**src/rtl/riscv_pkg.sv**
```systemverilog
// Purpose : shared RISC-V front-end constants (widths, reset vector, canonical NOP).
// Latency : n/a (constants only).
// Backpressure: n/a.
package riscv_pkg;

   localparam int          XLEN     = 32;
   localparam int          ILEN     = 32;
   localparam logic [31:0] RESET_PC = 32'h0000_0000;
   // addi x0, x0, 0 -- shown to decode whenever no live instruction is present
   localparam logic [31:0] INSN_NOP = 32'h0000_0013;
   localparam logic [31:0] PC_STEP  = 32'd4;

endpackage

```
**src/rtl/fetch_unit.sv**
```systemverilog
// Purpose : instruction-fetch stage; owns the PC, addresses a 1-cycle synchronous
//           instruction memory and pairs each returned word with its PC for decode.
// Latency : address presented before edge N -> if_valid/if_pc/if_ins valid after edge N;
//           1 instr/cycle steady state, zero-bubble redirect.
// Backpressure: dec_ready low re-presents the in-flight address so imem_ins holds;
//           a redirect overrides a stall and squashes the shadow instruction.
//
// Ports:
//   clk, rst                  clock, asynchronous active-high reset
//   imem_pc   -> Insmem       byte address latched by Insmem on posedge
//   imem_ins  <- Insmem       word for the address presented before the last edge
//   dec_ready <- decode       decode consumes if_* this cycle
//   redirect_valid/_pc <- EX  taken branch/jump target (low two bits ignored)
//   if_valid/if_pc/if_ins ->  instruction handed to decode (NOP when not valid)
//   fetch_count ->            instructions accepted by decode, wraps mod 2^32
module fetch_unit
   import riscv_pkg::*;
#(
   parameter int              XLEN     = riscv_pkg::XLEN,
   parameter logic [XLEN-1:0] RESET_PC = XLEN'(riscv_pkg::RESET_PC)
)
(
   input  logic            clk,
   input  logic            rst,
   output logic [XLEN-1:0] imem_pc,
   input  logic [31:0]     imem_ins,
   input  logic            dec_ready,
   input  logic            redirect_valid,
   input  logic [XLEN-1:0] redirect_pc,
   output logic            if_valid,
   output logic [XLEN-1:0] if_pc,
   output logic [31:0]     if_ins,
   output logic [31:0]     fetch_count
);

   logic [XLEN-1:0] r_pc;          // next sequential address
   logic [XLEN-1:0] r_req_pc;      // address whose word is on imem_ins now
   logic            r_req_vld;     // imem_ins holds a real fetch (low only after reset)
   logic [31:0]     r_fetch_count;

   logic            w_stall;
   logic            w_accept;
   logic [1:0]      w_unused_redirect_lsbs;

   // Misaligned targets are silently word-aligned, so these bits are never used.
   assign w_unused_redirect_lsbs = redirect_pc[1:0];

   assign w_stall = r_req_vld & ~dec_ready;

   // Redirect wins over stall: the stalled word is abandoned and the target fetched
   // at this very edge. During a stall the in-flight address is re-presented so the
   // memory output stays put without a holding register.
   always_comb begin
      if (redirect_valid)
         imem_pc = {redirect_pc[XLEN-1:2], 2'b00};
      else if (w_stall)
         imem_pc = r_req_pc;
      else
         imem_pc = r_pc;
   end

   // The word fetched in the redirect shadow is killed combinationally.
   assign if_valid    = r_req_vld & ~redirect_valid;
   assign if_pc       = r_req_pc;
   assign if_ins      = if_valid ? imem_ins : INSN_NOP;
   assign fetch_count = r_fetch_count;
   assign w_accept    = if_valid & dec_ready;

   always_ff @(posedge clk or posedge rst) begin
      if (rst) begin
         r_pc          <= RESET_PC;
         r_req_pc      <= RESET_PC;
         r_req_vld     <= 1'b0;
         r_fetch_count <= 32'd0;
      end else begin
         r_req_pc  <= imem_pc;
         r_req_vld <= 1'b1;
         r_pc      <= imem_pc + XLEN'(PC_STEP);
         if (w_accept)
            r_fetch_count <= r_fetch_count + 32'd1;
      end
   end

endmodule

```
**config.mk**
```make
export PLATFORM = sky130hd
export DESIGN_NAME = fetch_unit
export DESIGN_NICKNAME = d
export VERILOG_FILES = /design/src/rtl/riscv_pkg.sv /design/src/rtl/fetch_unit.sv
export SDC_FILE = /design/constraint.sdc
export NUM_CORES = 1
export LEC_CHECK = 0
export ABC_CLOCK_PERIOD_IN_PS = 3180
export BUFFER_PORTS_ARGS = -buffer_cell sky130_fd_sc_hd__buf_4
export CAP_MARGIN = 20
export CELL_PAD_IN_SITES_DETAIL_PLACEMENT = 0
export CELL_PAD_IN_SITES_GLOBAL_PLACEMENT = 1
export CORE_MARGIN = 2
export CORE_UTILIZATION = 30
export CTS_BUF_LIST = sky130_fd_sc_hd__clkbuf_2
export DETAILED_ROUTE_END_ITERATION = 12
export GPL_TIMING_DRIVEN = 0
export HOLD_SLACK_MARGIN = 0.08
export MAX_ROUTING_LAYER = met4
export PLACE_DENSITY_LB_ADDON = 0.08
export SLEW_MARGIN = 10
export SYNTH_ARGS = -nofsm -noshare
export SYNTH_HDL_FRONTEND = slang
export SYNTH_SLANG_ARGS = --single-unit
```
**constraint.sdc**
```tcl
create_clock -name clk -period 3.18 [get_ports clk]
set_clock_uncertainty 0.15 [all_clocks]
set_input_delay 0.318 -clock clk [delete_from_list [all_inputs] [get_ports clk]]
set_output_delay 0.318 -clock clk [all_outputs]
set_load 0.005 [all_outputs]
```
Word level (Yosys, flattened, before mapping). Index checks and enable logic that the tools add are counted.

Register bits: 97. Output and inout bits: 129. Input port bits: 68. Word-level logic and storage cells: 14.

Mux-type cells: 3. Bitwise logic cells: 5. $add $sub $neg: 2.

Operator list (number): 2-to-1 mux 32 bit (3); adder 32 x 1 -> 32 bit, second input constant (1); adder 32 x 3 -> 32 bit, second input constant (1); AND 1 bit (3); inverter 1 bit (2).

Depth between registers and ports, before layout. Gate-level depths: netlist (run 1).

Word-level depth: 5. Mapped depth: 11. Depth with buffers taken out: 7.

Least setup slack after synthesis (run 1). No wires, ideal clock.

Path type: input-to-reg. Start point: in redirect_valid. End point: reg r_pc[22]. Data required time: 2.884 ns. Arrival: 2.103 ns. Stages on the path: 11. Path buffers: 4. Path slack: 0.781 ns. Cell sequence: buf_4 > buf_4 > buf_6 > buf_4 > nand2_1 > o211ai_1 > ha_1 > nand2_1 > nor4_4 > nand4_1 > xnor2_1.

Longest elaborated chain between the ends: 2.

Ends and longest elaborated chain: start: declaration (RTL line fetch_unit.sv:28) `input logic redirect_valid,`; 2-to-1 mux 32 bit (RTL line fetch_unit.sv:54) `if (redirect_valid)`; net imem_pc[2] (RTL line fetch_unit.sv:25) `output logic [XLEN-1:0] imem_pc,`; adder 32 x 3 -> 32 bit (RTL line fetch_unit.sv:78) `r_pc <= imem_pc + XLEN'(PC_STEP);`; end signal: assignment (RTL line fetch_unit.sv:78); end: declaration (RTL line fetch_unit.sv:36) `logic [XLEN-1:0] r_pc;`.

The timed path passes the listed nets, and every way through them passes these cells. A chain may end at the register's enable or synchronous reset.

Final worst setup path (run 1).
Start point: reg r_req_vld. End point: reg r_pc[22].

Longest elaborated chain between the ends: 4.

Ends and longest elaborated chain: start: declaration (RTL line fetch_unit.sv:38) `logic r_req_vld;`; start signal: assignment (RTL line fetch_unit.sv:73) `r_req_vld <= 1'b0;`; start signal: assignment (RTL line fetch_unit.sv:77) `r_req_vld <= 1'b1;`; AND 1 bit (RTL line fetch_unit.sv:48) `assign w_stall = r_req_vld & ~dec_ready;`; 2-to-1 mux 32 bit (RTL line fetch_unit.sv:56) `else if (w_stall)`; 2-to-1 mux 32 bit (RTL line fetch_unit.sv:54); adder 32 x 3 -> 32 bit (RTL line fetch_unit.sv:78).

Every way passes these cells.

==> results of run 1 <==
-- cells in the mapped netlist --
cell,count,area (um2)
a221oi_2,10,150
nand4b_1,1,8.76
nand2b_1,5,31.3
and4b_1,1,10.0
nor3_2,1,10.0
nor2_2,1,6.26
nor4_2,3,37.5
a221oi_4,3,78.8
and2_1,32,200
nor4b_1,13,114
clkbuf_1,6,22.5
nor3b_1,2,15.0
buf_2,4,20.0
nand4_1,14,87.6
o21ai_0,3,15.0
conb_1,1,3.75
dfrtp_1,95,2380
xnor2_1,45,394
o311ai_2,5,81.3
and4_1,1,8.76
nand4bb_1,13,146
and3_1,10,62.6
o211ai_1,1,7.51
nor2b_1,4,25.0
buf_6,6,67.6
xor2_1,14,123
nand2_1,40,150
inv_1,30,113
o311ai_1,7,61.3
nand4_2,1,12.5
nor2_1,24,90.1
or3_1,1,6.26
nand3_2,2,20.0
mux2i_1,4,40.0
nand3_4,1,17.5
o21ai_1,1,5.00
ha_1,2,25.0
or2_1,1,6.26
buf_4,10,75.1
mux2_2,1,11.3
nor4_4,2,42.5
nand2b_4,1,13.8
nand3_1,21,105
-- power groups by stage --
stage | registers [uW] | clock network [uW] | logic, uW
2_1_floorplan | 1420 | 0 | 339
3_3_place_gp | 1430 | 0 | 698
3_5_place_dp | 1430 | 0 | 710
4_1_cts | 1410 | 633 | 762
5_1_grt | 1430 | 687 | 822
6_report | 1410 | 594 | 751
-- per-stage QoR --
stage / hold slack, ns / setup WS (ns) / instance area [um2] / std cells / total power (uW)
final: 0.188 / 0.224 / 7160 / 908 / 2760
after global routing: 0.0887 / 0.00280 / 7160 / 908 / 2940
after CTS: 0.120 / 0.0818 / 7150 / 908 / 2810
after detailed placement: 0.230 / 0.0589 / 6650 / 853 / 2140
after global placement: 0.314 / -1.10 / 6620 / 852 / 2130
after floorplan: 0.318 / 0.235 / 4900 / 443 / 1760
-- cell families after synthesis --
family	share of synthesized area, %
AOI/OAI and AO/OA	8.15
xor gates and xnor gates	10.5
muxes	1.05
buffers and inverters	6.08
DFF	48.5
and+or+nand+nor	25.1
adders and majority gates	0.511
other	0.0766
-- cell type report --
cell class	count	area (um2)	area share (%)
repair buffers	233	1870	26.1
well taps	216	270	3.77
inverters	30	115	1.61
clock inverters	7	63.8	0.891
plain buffers	26	185	2.59
clock buffers	9	45.0	0.629
flip-flops and latches	95	2380	33.2
multi-input cells	292	2240	31.2
-- sequential cells by signal, indices dropped and copies added (netlist names) --
| name | cells |
|---|---|
| fetch_count | 32 |
| if_pc | 32 |
| r_pc | 30 |
| r_req_vld | 1 |
-- worst reg2reg max path, delay by kind of cell, from the launching register on --
family	cells	cell delay, ns
DFF	1	0.48
buffers and inverters	1	0.20
AOI/OAI and AO/OA	1	0.51
xor gates and xnor gates	1	0.16
adders and majority gates	1	0.32
and+or+nand+nor	4	1.01
-- final timing paths --
kind / endpoint / slack [ns] / depth (start not counted)
max in group asynchronous: if_pc[22]$_DFF_PP0_ / 1.50 / 5
min in group asynchronous: fetch_count[15]$_DFFE_PP0P_ / 0.71 / 4
worst max-delay path: r_pc[22]$_DFF_PP0_ / 0.22 / 8
worst min register to register: fetch_count[31]$_DFFE_PP0P_ / 0.34 / 1
worst max register to register: r_pc[22]$_DFF_PP0_ / 0.22 / 8
worst min-delay path: r_pc[4]$_DFF_PP0_ / 0.19 / 4
-- metal layers --
layer / vias to the layer above / track usage, %
met5: - / -
met4: 0 / 3.44
met1: 2087 / 23.2
met3: 6 / 4.08
li1: 2013 / -
met2: 101 / 29.8
-- repair_timing --
action                                  4_1_cts  5_1_grt
endpoints found under the hold margin       155        0
hold buffers                                 39        0
resized for setup                             2        3
endpoints found under the setup margin       30       34
==> flow_metrics.py, run 1 <==
metrics = {
    "outcome": {
        "outcome": "finished, final reports clean",
    },
    "sta": {
        "rsz0062_at_grt": "no",
        "setup-tns-final_ns": 0,
        "relSlewSlack_pct": 40.3,
        "hold_viol_final": 0,
        "worst_pin_slew_ns": 0.882,
        "fmax_mhz": 338,
        "drv_slew": 0,
        "fin_crit_sh_pct": 92.9,
        "min_period_ns": 2.96,
        "setup_viol": 0,
    },
    "layout": {
        "syn_to_final_growth_pct": 46.2,
        "n_antenna_cell": 0,
        "final_cell_mix": "buf_4 (203), dfrtp_1 (95), xnor2_1 (45)",
        "fin_nets": 757,
        "drive_gt1_share_pct": 37.9,
        "final_common_cell": "buf_4",
        "finish.utilization_pct": 44.9,
        "fill_cells": 1578,
    },
    "worst_setup_path": {
        "slowest_delay_ns": 0.51,
        "timing.rr.start": "r_req_vld$_DFF_PP0_",
        "critPathBufInv": 1,
        "arrival_ns": 3.28,
        "cp-start-kind": "register",
        "cp-startpoint": "r_req_vld$_DFF_PP0_",
        "crit_chain": "nor2b_2 > buf_4 > o211ai_1 > ha_1 > nand2_1 > nor4_4 > nand4_1 > xnor2_1",
        "crit_type": "reg -> reg",
        "cp.required_ns": 3.50,
        "critPathMaxFanout": 10,
        "cp_top_family": "simple AND/OR/NAND/NOR gates",
        "end_kind": "register",
        "cpMaxStageDelayCell": "o211ai_1",
    },
    "grt": {
        "grt_usage_pct": 18.1,
        "overflow": 0,
        "grt_pass1_vias": 4370,
        "grt_pass1_wl_um": 24000,
        "grt_max_degree": 62,
        "antenna_found_initial": 0,
    },
    "floorplan": {
        "num_io_pins": 197,
        "fp.coreArea_mm2": 0.0159,
        "start_util_pct": 30.7,
        "dieArea_mm2": 0.0174,
        "row_count": 46,
        "die_x_um": 132,
        "die_h_um": 132,
    },
    "clock_tree": {
        "htreeDepth": 3,
        "clock_path_buffers": 2,
        "post_cts_buffers": 0,
        "cts_made_buffers": 9,
        "clock-root-buffer": "clkbuf_2",
        "insertion_delay_ns": 0.59,
        "cts.sinks": 95,
        "cts_tree": "built",
        "clk_pin_slew_ns": 0.26,
    },
    "place": {
        "dp_hpwl_um": 11000,
        "numPortBuffers": 193,
        "place_congestion": 0.793,
    },
    "routing": {
        "wl_met2_um": 7560,
        "wl_per_cell_um": 16.7,
        "drc": 0,
        "vias": 4207,
        "vias_per_cell": 4.63,
        "wl_met1_um": 6940,
        "ant_nets": 0,
        "met3_length_um": 550,
        "firstDrtPassIters": 4,
        "routed.top_layer": "met4",
        "drt_wl_total_um": 15100,
        "drt_iter0_markers": 129,
    },
    "yosys": {
        "synth_seq_cells": 95,
        "synth_area_mm2": 0.00490,
        "synth.distinct_cells": 43,
        "synthesis.nets": 513,
        "synth_cells": 443,
        "synth_warnings": 0,
        "postSynthAreaPerCell_um2": 11.1,
        "ys_seq_area_share_pct": 48.5,
    },
    "run": {
        "drv_cap": 0,
    },
    "pwr": {
        "ir_drop_mv": 0.197,
        "internal_power_uw": 1900,
        "switching_share_pct": 30.9,
        "power_density_mw_per_mm2": 385,
        "p_sw_uw": 852,
        "power_leakage_uw": 0.00335,
        "p_comb_share_pct": 27.3,
        "p_clk_share_pct": 21.6,
        "pwr-share-seq_pct": 51.2,
    },
    "hold_path": {
        "min_from": "redirect_valid",
        "hold_class": "in -> reg",
    },
}
Power figures use the tool's default switching activity.
==> run 2, diff against run 1 <==
--- a/config.mk
+++ b/config.mk
@@ -11,8 +11,8 @@
 export CELL_PAD_IN_SITES_DETAIL_PLACEMENT = 0
 export CELL_PAD_IN_SITES_GLOBAL_PLACEMENT = 1
 export CORE_MARGIN = 2
-export CORE_UTILIZATION = 30
-export CTS_BUF_LIST = sky130_fd_sc_hd__clkbuf_2
+export CORE_UTILIZATION = 37
+export CTS_BUF_LIST = sky130_fd_sc_hd__clkbuf_8 sky130_fd_sc_hd__clkbuf_16
 export DETAILED_ROUTE_END_ITERATION = 12
 export GPL_TIMING_DRIVEN = 0
 export HOLD_SLACK_MARGIN = 0.08
==> flow_metrics.py, run 2 (synthesized netlist as in run 1, its figures left out) <==
metrics = {
    "sta": {
        "relSlewSlack_pct": 47.0,
        "hold_viol_final": 0,
        "worst_pin_slew_ns": 0.783,
        "fin_crit_sh_pct": 92.3,
        "setup_viol": 0,
        "fmax_mhz": 341,
        "drv_slew": 0,
        "min_period_ns": 2.93,
        "rsz0062_at_grt": "no",
        "hold_ws_ns": 0.153,
    },
    "hold_path": {
        "min_from": "redirect_pc[31]",
        "holdPathEnd": "if_pc[31]$_DFF_PP0_",
        "hold_class": "in -> reg",
        "min_path_cells": 3,
    },
    "worst_setup_path": {
        "r2r-end": "r_pc[29]$_DFF_PP0_",
        "reg2regPathDepth": 7,
        "cp-start-kind": "register",
        "cp_top_family": "simple AND/OR/NAND/NOR gates",
        "cp.depth": 7,
        "crit_type": "reg -> reg",
        "critPathMaxFanout": 10,
        "end_kind": "register",
        "r2r_slack_ns": 0.25,
        "cpMaxStageDelayCell": "nor2_1",
        "slowest_delay_ns": 0.62,
        "critPathBufInv": 1,
        "cp.required_ns": 3.24,
        "crit_chain": "nor2b_1 > buf_4 > o211ai_1 > nand3_1 > nor2_1 > nand4_1 > xnor2_1",
        "timing.rr.start": "r_req_vld$_DFF_PP0_",
        "arrival_ns": 2.99,
    },
    "layout": {
        "syn_to_final_growth_pct": 40.7,
        "fill_cells": 1216,
        "n_antenna_cell": 0,
        "fin_nets": 719,
        "drive_gt1_share_pct": 39.7,
        "fin_cells": 829,
        "final_common_cell": "buf_4",
        "final_cell_mix": "buf_4 (203), dfrtp_1 (95), xnor2_1 (45)",
    },
    "grt": {
        "grt_pass1_wl_um": 21800,
        "antenna_found_initial": 0,
        "grt_pass1_vias": 4068,
        "overflow": 0,
        "grt_usage_pct": 20.3,
        "grt_max_degree": 62,
    },
    "routing": {
        "drt_iter0_markers": 201,
        "drc": 0,
        "wl_met2_um": 6960,
        "wl_per_cell_um": 16.7,
        "ant_nets": 0,
        "vias": 4069,
        "drt_wl_total_um": 13900,
        "firstDrtPassIters": 4,
        "vias_per_cell": 4.91,
        "wl_met1_um": 6020,
        "met3_length_um": 661,
        "routed.top_layer": "met4",
    },
    "place": {
        "place_congestion": 0.829,
        "dp_hpwl_um": 10300,
        "numPortBuffers": 193,
        "dp.cells": 813,
    },
    "clock_tree": {
        "cts.sinks": 95,
        "insertion_delay_ns": 0.34,
        "clk_pin_slew_ns": 0.07,
        "htreeDepth": 3,
        "post_cts_buffers": 0,
        "clock_path_buffers": 2,
        "clock-root-buffer": "clkbuf_16",
        "cts_made_buffers": 9,
        "cts_tree": "built",
    },
    "floorplan": {
        "row_count": 42,
        "fp.coreArea_mm2": 0.0131,
        "die_x_um": 119,
        "die_h_um": 119,
        "dieArea_mm2": 0.0142,
        "start_util_pct": 37.4,
        "num_io_pins": 197,
    },
    "pwr": {
        "power_density_mw_per_mm2": 462,
        "power_leakage_uw": 0.00327,
        "ir_drop_mv": 0.244,
    },
    "run": {
        "drv_cap": 0,
    },
    "outcome": {
        "outcome": "finished, final reports clean",
    },
}
==> run 2: cell count changes in the layout (fill, tap and decap cells not counted), sizes merged <==
| cell | previous run | this run |
|---|---|---|
| dlygate4sd3 | 39 | 1 |
| clkinv | 6 | 2 |
| inv | 30 | 32 |
| clkbuf | 15 | 16 |
==> run 2: final cells by class <==
class	count	area, um2	share of cell area [%]
Buffer	26	185	2.69
Clock buffer	10	239	3.47
Inverter	30	115	1.67
Tap cell	176	220	3.20
Clock inverter	5	51.3	0.745
Multi-Input combinational cell	292	2220	32.3
Sequential cell	95	2380	34.5
Timing Repair Buffer	195	1480	21.5
==> run 2: worst max path at each step <==
| stage | from | to |
|---|---|---|
| 6_report | r_req_vld$_DFF_PP0_ | r_pc[29]$_DFF_PP0_ |
| 3_3_place_gp | rst | if_pc[30]$_DFF_PP0_ |
| 2_1_floorplan | rst | fetch_count[0]$_DFFE_PP0P_ |
| 5_1_grt | r_req_vld$_DFF_PP0_ | r_pc[27]$_DFF_PP0_ |
| 4_1_cts | r_req_vld$_DFF_PP0_ | r_pc[29]$_DFF_PP0_ |
| 3_5_place_dp | redirect_valid | r_pc[29]$_DFF_PP0_ |
==> run 2: timing repair <==
action	4_1_cts	5_1_grt
hold buffers	1	0
endpoints found under the hold margin	60	0
resized for setup	0	0
setup endpoints to repair	0	0
==> run 2: power breakdown <==
part | switching, uW | leakage, uW | internal (uW)
registers | 82.4 | 0.00118 | 1330
clock network | 461 | 0.000151 | 622
logic | 333 | 0.00194 | 358
total | 876 | 0.00327 | 2310
==> run 2: metrics by stage <==
| step | setup WS (ns) | total power (uW) | utilization [%] | area (um2) | TNS [ns] |
|---|---|---|---|---|---|
| 2_1_floorplan | 0.235 | 1760 | - | 4900 | 0 |
| 3_3_place_gp | -1.03 | 2120 | 50.2 | 6570 | -97.12 |
| 3_5_place_dp | 0.171 | 2130 | 50.4 | 6590 | 0 |
| 4_1_cts | 0.229 | 3230 | 52.7 | 6890 | 0 |
| 5_1_grt | 0.0162 | 3350 | 52.7 | 6890 | 0 |
| 6_report | 0.246 | 3190 | 52.7 | 6890 | 0 |
==> run 2: tightest hold or removal path: cells and delay by family <==
family	cells	cell delay, ns
buffers and inverters	1	0.07
AO/OA/AOI/OAI	1	0.15
AND/OR/NAND/NOR	1	0.04
==> run 2: routing by layer <==
layer | up-vias | GRT usage [%]
met1 | 2020 | 26.2
li1 | 1928 | -
met5 | - | -
met4 | 0 | 6.70
met3 | 16 | 3.40
met2 | 105 | 32.7
